## src/rtl/percept_control_p.sv

```systemverilog
// ----------------------------------------------------------------------------
// percept_control_p
//
// Serial frame receiver for an addressed node on a shared, idle-high line.
// The line carries one bit per clk, synchronous to clk. A frame looks like
// this, with every field sent MSB first:
//
//   start(0) | address[ADDR_W] | opcode[OP_W] | data[DATA_W] | stop(1)
//
// A frame is accepted when its address equals this node's address. When
// BCAST_EN is set, the all-ones broadcast address is accepted as well. On
// acceptance the opcode and data fields are published and `valid` pulses for
// one cycle. A frame for another node is still clocked through to its stop
// bit so that framing stays aligned, but it leaves the outputs untouched.
// A bad stop bit pulses `err`. The receiver then waits for the line to
// return high before it looks for the next start bit.
//
// Parameters
//   ADDR_W    node address width in bits
//   OP_W      opcode field width in bits
//   DATA_W    data field width in bits
//   BCAST_EN  nonzero: also accept the all-ones broadcast address
//
// Ports
//   clk      in   system clock; all state changes on the rising edge
//   rst      in   asynchronous active-high reset
//   address  in   this node's address, static during operation
//   rx       in   serial frame line, idle high
//   opcode   out  opcode of the last accepted frame
//   data     out  data of the last accepted frame
//   valid    out  one-cycle strobe: a new frame was accepted
//   err      out  one-cycle strobe: framing error (stop bit was 0)
//   busy     out  high whenever the receiver is not idle
// ----------------------------------------------------------------------------
module percept_control_p #(
    parameter int unsigned ADDR_W   = 8,
    parameter int unsigned OP_W     = 3,
    parameter int unsigned DATA_W   = 62,
    parameter int unsigned BCAST_EN = 1
) (
    input  logic              clk,
    input  logic              rst,
    input  logic [ADDR_W-1:0] address,
    input  logic              rx,
    output logic [OP_W-1:0]   opcode,
    output logic [DATA_W-1:0] data,
    output logic              valid,
    output logic              err,
    output logic              busy
);

    // The bit counter only needs to reach (widest field - 1). Widths of 1
    // would make $clog2 return 0, so the counter is kept at least 1 bit wide.
    localparam int unsigned MAX_W = (ADDR_W > OP_W)
                                  ? ((ADDR_W > DATA_W) ? ADDR_W : DATA_W)
                                  : ((OP_W   > DATA_W) ? OP_W   : DATA_W);
    localparam int unsigned CNT_W = (MAX_W > 1) ? $clog2(MAX_W) : 1;

    localparam logic [CNT_W-1:0] ADDR_LAST = CNT_W'(ADDR_W - 1);
    localparam logic [CNT_W-1:0] OP_LAST   = CNT_W'(OP_W - 1);
    localparam logic [CNT_W-1:0] DATA_LAST = CNT_W'(DATA_W - 1);

    typedef enum logic [2:0] {
        S_IDLE    = 3'd0,
        S_ADDR    = 3'd1,
        S_OP      = 3'd2,
        S_DATA    = 3'd3,
        S_STOP    = 3'd4,
        S_WAIT_HI = 3'd5
    } state_t;

    state_t              state_q;
    logic [CNT_W-1:0]    cnt_q;
    logic [ADDR_W-1:0]   addr_sr_q;
    logic [OP_W-1:0]     op_sr_q;
    logic [DATA_W-1:0]   data_sr_q;
    logic                match_q;
    logic [OP_W-1:0]     opcode_q;
    logic [DATA_W-1:0]   data_q;
    logic                valid_q;
    logic                err_q;

    // Each shift register's value after the current rx bit is shifted in at
    // the LSB end (the fields arrive MSB first). The cast drops the bit that
    // falls off the top, and it still works when a field is only 1 bit wide.
    logic [ADDR_W-1:0]   addr_sr_d;
    logic [OP_W-1:0]     op_sr_d;
    logic [DATA_W-1:0]   data_sr_d;
    logic                addr_match_d;

    assign addr_sr_d = ADDR_W'({addr_sr_q, rx});
    assign op_sr_d   = OP_W'({op_sr_q, rx});
    assign data_sr_d = DATA_W'({data_sr_q, rx});

    // The match is evaluated on the complete address, which includes the
    // last address bit being sampled on this edge.
    assign addr_match_d = (addr_sr_d == address)
                       || ((BCAST_EN != 0) && (addr_sr_d == '1));

    always_ff @(posedge clk or posedge rst) begin
        if (rst) begin
            // NOTE: every register is cleared here, the shift registers
            // included. A reset in the middle of a frame must leave no
            // trace of the partial frame, and a reset value is defined for
            // all state.
            state_q   <= S_IDLE;
            cnt_q     <= '0;
            addr_sr_q <= '0;
            op_sr_q   <= '0;
            data_sr_q <= '0;
            match_q   <= 1'b0;
            opcode_q  <= '0;
            data_q    <= '0;
            valid_q   <= 1'b0;
            err_q     <= 1'b0;
        end else begin
            // NOTE: only non-blocking assignments are used in this block, so
            // every branch reads the state from before this edge. The strobes
            // default low here, and the branches below override them.
            valid_q <= 1'b0;
            err_q   <= 1'b0;

            case (state_q)
                S_IDLE: begin
                    if (!rx) begin
                        state_q <= S_ADDR;
                        cnt_q   <= ADDR_LAST;
                    end
                end

                S_ADDR: begin
                    addr_sr_q <= addr_sr_d;
                    if (cnt_q == '0) begin
                        match_q <= addr_match_d;
                        cnt_q   <= OP_LAST;
                        state_q <= S_OP;
                    end else begin
                        cnt_q <= cnt_q - CNT_W'(1);
                    end
                end

                S_OP: begin
                    op_sr_q <= op_sr_d;
                    if (cnt_q == '0) begin
                        cnt_q   <= DATA_LAST;
                        state_q <= S_DATA;
                    end else begin
                        cnt_q <= cnt_q - CNT_W'(1);
                    end
                end

                S_DATA: begin
                    data_sr_q <= data_sr_d;
                    if (cnt_q == '0) begin
                        state_q <= S_STOP;
                    end else begin
                        cnt_q <= cnt_q - CNT_W'(1);
                    end
                end

                S_STOP: begin
                    if (rx) begin
                        // A good stop bit returns straight to IDLE. The next
                        // edge can therefore take a back-to-back start bit.
                        if (match_q) begin
                            opcode_q <= op_sr_q;
                            data_q   <= data_sr_q;
                            valid_q  <= 1'b1;
                        end
                        state_q <= S_IDLE;
                    end else begin
                        err_q   <= 1'b1;
                        state_q <= S_WAIT_HI;
                    end
                end

                S_WAIT_HI: begin
                    // A line stuck low must not look like a fresh start bit.
                    // Wait until the line goes high again.
                    if (rx) begin
                        state_q <= S_IDLE;
                    end
                end

                default: begin
                    state_q <= S_IDLE;
                end
            endcase
        end
    end

    assign opcode = opcode_q;
    assign data   = data_q;
    assign valid  = valid_q;
    assign err    = err_q;
    assign busy   = (state_q != S_IDLE);

endmodule

```

## config.mk

```make
export PLATFORM = sky130hd
export DESIGN_NAME = percept_control_p
export DESIGN_NICKNAME = d
export VERILOG_FILES = /design/src/rtl/percept_control_p.sv
export SDC_FILE = /design/constraint.sdc
export NUM_CORES = 1
export LEC_CHECK = 0
export CAP_MARGIN = 20
export CORE_MARGIN = 1
export CORE_UTILIZATION = 45
export DETAILED_ROUTE_END_ITERATION = 8
export GPL_TIMING_DRIVEN = 1
export PLACE_DENSITY = 0.67
export SKIP_LAST_GASP = 1
export SYNTH_ARGS = -nofsm -noshare
export SYNTH_HDL_FRONTEND = slang
export SYNTH_SLANG_ARGS = --single-unit
export TNS_END_PERCENT = 20
```

## constraint.sdc

```tcl
create_clock -name clk -period 7.73 [get_ports clk]
set_clock_uncertainty 0.2 [all_clocks]
set_input_delay 1.546 -clock clk [delete_from_list [all_inputs] [get_ports clk]]
set_output_delay 1.546 -clock clk [all_outputs]
set_load 0.01 [all_outputs]
```

==> flow_metrics.tcl <==
set metrics [dict create \
    status "finished clean" \
    first_global_vias 3545 \
    post-synth-top-area-fraction 0.608 \
    synth_top_flop_cell "dfrtp_1" \
    number_of_vias_in_the_routed_layout 3324 \
    share_of_layout_cells_above_drive_strength_1 0.376 \
    post-route-min-period_ns 3.64 \
    synthesis.yosys.warnings 0 \
    timing.slew.headroom 0.349 \
    core-area_um2 13200 \
    netlist_instances 381 \
    critical_path_peak_fanout 15 \
    detail_route.wirelength_mm 10.1 \
    finish.utilization 0.577 \
    async_reset_ff_frac 1.00 \
    fillers 1078 \
    r2r_start "state_q[1]" \
    crit_required_ns 5.98 \
    post_synth_edffs 0 \
    initial_core_util 0.463 \
    routed_wire_length_per_instance_um 15.6 \
    netlist-cell-type-count 40 \
    worst-slew-pin-transition_ns 0.976 \
    clock_sinks 149 \
    h-tree-depth 4 \
    drc 0 \
    timing.final.max_slew_violations 0 \
    hold_class "flip-flop to flip-flop" \
    gr-usage-all-layers 0.163 \
    post-dp-hpwl_mm 6.30 \
    clockBufferDepth 2 \
    cts_root_buffer "clkbuf_16" \
    cts_hold_repair.buffers 0 \
    clkTransAtPathRegs_ns 0.06 \
    switching_share_of_power 0.258 \
    dr.pass1.iters 4 \
    power_frac_seq 0.423 \
    max_cap_viol_count 0 \
    cts_inserted_buffers 17 \
    syn_nets 393 \
    dpl_worst_slack_ns 3.57 \
    power.static_leakage_nw 3.58 \
    post-cts-setup-buffer-count 0 \
    power.ir.vdd_worst_mv 0.165 \
    power.combinational.fraction 0.170 \
    pin_count_of_the_biggest_net_entering_global_routing 81 \
    cts_resized 0 \
    grt_setup_unrepaired "false" \
    final_area_um2 7640 \
    synth.area.top_cells "dfrtp_1 (61%), mux2_2 (18%), mux2_4 (9.5%)" \
    area_growth_syn_to_layout_pct 24.6 \
    critical_path.startpoint "state_q[2]" \
    gr-total-overflow 0 \
    area_of_the_die_um2 14100 \
    fin_ws_ns 4.09 \
    worst_setup_path_end_kind "primary output" \
    postSynthRegisterBits 149 \
    timing.final.crit_share 0.470 \
    layout.nets 475 \
    worst-endpoint-arrival_ns 1.89 \
    setup.worst_path.start_class "flip-flop" \
    seq_area_frac_synth 0.608 \
    buffers_on_ports 78 \
    area_post_placement_um2 6940 \
    initialDrtViolationCount 171 \
    netlist.top_cell.by_area "dfrtp_1" \
    clkLatencyLatePin_ns 0.42 \
    die_outline_height_um 119 \
    cts_tree "yes" \
    report.final.setup_viol 0 \
    grt_antenna_before_repair 0 \
    internal_power_w 0.00168 \
    holdCritStartpoint "data[14]" \
    first_pass_grt_wire_length_mm 17.6 \
    die_width_um 119 \
    power_density_nw_per_um2 297 \
    crit_type "flip-flop to primary output" \
    timing.setup.tns_ns 0 \
    final_hold_violation_count 0 \
    num_io_pins 79 \
    routed_antenna_nets 0 \
    part_of_the_power_in_the_clock_network 0.408 \
    mappedNetlistArea_um2 6130 \
    n_antenna_cell 0 \
    switching_power_w 0.000585 \
    gp_routability_congestion 0.762 \
    post-layout-total-power_w 0.00227 \
    syn_avg_cell_area_um2 16.1 \
    fmax_mhz 275 \
    core.rowCount 42 \
    drt-vias-per-instance 5.10 \
]
cells in the mapped netlist (3+ instances only):
| cell | number |
|---|---|
| dfrtp_1 | 149 |
| nand2_1 | 3 |
| buf_6 | 7 |
| xor2_1 | 9 |
| inv_1 | 4 |
| a31oi_1 | 4 |
| nand2b_1 | 3 |
| mux2_2 | 98 |
| mux2_4 | 39 |
| nor3_1 | 5 |
| nor2_1 | 11 |
| buf_12 | 5 |
| a21oi_1 | 5 |
| nor4_1 | 3 |
per-layer routing:
metal	GRT usage	wire [µm]
met1	0.209	4730
met2	0.249	4790
met3	0.0444	409
met4	0.0886	221
met5	0	0
power groups by stage:
stage          Sequential [W]  Combinational [W]  Clock [W]
3_5_place_dp         0.000971           0.000389          0
6_report             0.000958           0.000384   0.000925
5_1_grt              0.000973           0.000428   0.000982
3_3_place_gp         0.000967           0.000375          0
2_1_floorplan        0.000936           0.000355          0
4_1_cts              0.000959           0.000391   0.000947
worst paths after layout:
check                                end  slack (ns)  cells after the start
setup / recovery                    busy        4.09                      2
hold / removal                  data[14]        0.31                      1
setup reg to reg            data_sr_q[6]        5.17                      5
hold reg to reg                 data[14]        0.31                      1
max in group asynchronous  data_sr_q[26]        4.54                      3
min in group asynchronous       data[27]        1.39                      2
metrics by stage:
step	hold slack, ns	std cells
floorplan	0.276	381
global placement	0.285	619
detailed placement	0.295	619
CTS	0.309	651
global route	0.324	652
finish	0.309	652
final cells by class:
type                    instances  area (µm²)  share of cell area
inverters                       5        23.8             0.00311
repair buffers                 81         823               0.108
multi-input cells             209        2170               0.284
well taps                     176         220              0.0288
flip-flops and latches        149        3730               0.488
clock inverters                13         228              0.0298
clock buffers                  19         443              0.0580
worst max-delay path, cell delays in order (launching register included):
cell and delay [ns]:
dfrtp_1 0.54, or3_1 0.44, clkdlybuf4s50_1 0.49
logic make-up (layout without fill, tap and decap cells):
logic type	after synthesis	in the layout	share of synthesized area
buffers and inverters	23	118	0.0375
flip-flops	149	149	0.608
AO/OA/AOI/OAI	24	24	0.0280
adder cells (fa/ha/maj)	1	1	0.00204
AND/OR/NAND/NOR	37	37	0.0347
multiplexers	137	137	0.275
XOR/XNOR	10	10	0.0143
registers in the layout, indices dropped and copies added (netlist names):
| register | cells |
|---|---|
| state_q | 3 |
| match_q | 1 |
| valid | 1 |
| data_sr_q | 62 |
| addr_sr_q | 7 |
| opcode | 3 |
| data | 62 |
| cnt_q | 6 |
| err | 1 |
| op_sr_q | 3 |
placed cells by master, fill, tap and decap left out, drive strengths merged, types with 3 or more instances in the layout:
master | netlist | final
clkbuf | 2 | 19
xor2 | 9 | 9
a31oi | 4 | 4
clkdlybuf4s50 | 0 | 78
a21oi | 5 | 5
nand2 | 4 | 4
buf | 16 | 3
bufinv | 0 | 6
nor2 | 13 | 13
mux2 | 137 | 137
nor4 | 3 | 3
inv | 5 | 6
clkinv | 0 | 4
nand2b | 3 | 3
dfrtp | 149 | 149
nor3 | 5 | 5
No activity file was read; power rests on OpenSTA's default activity.
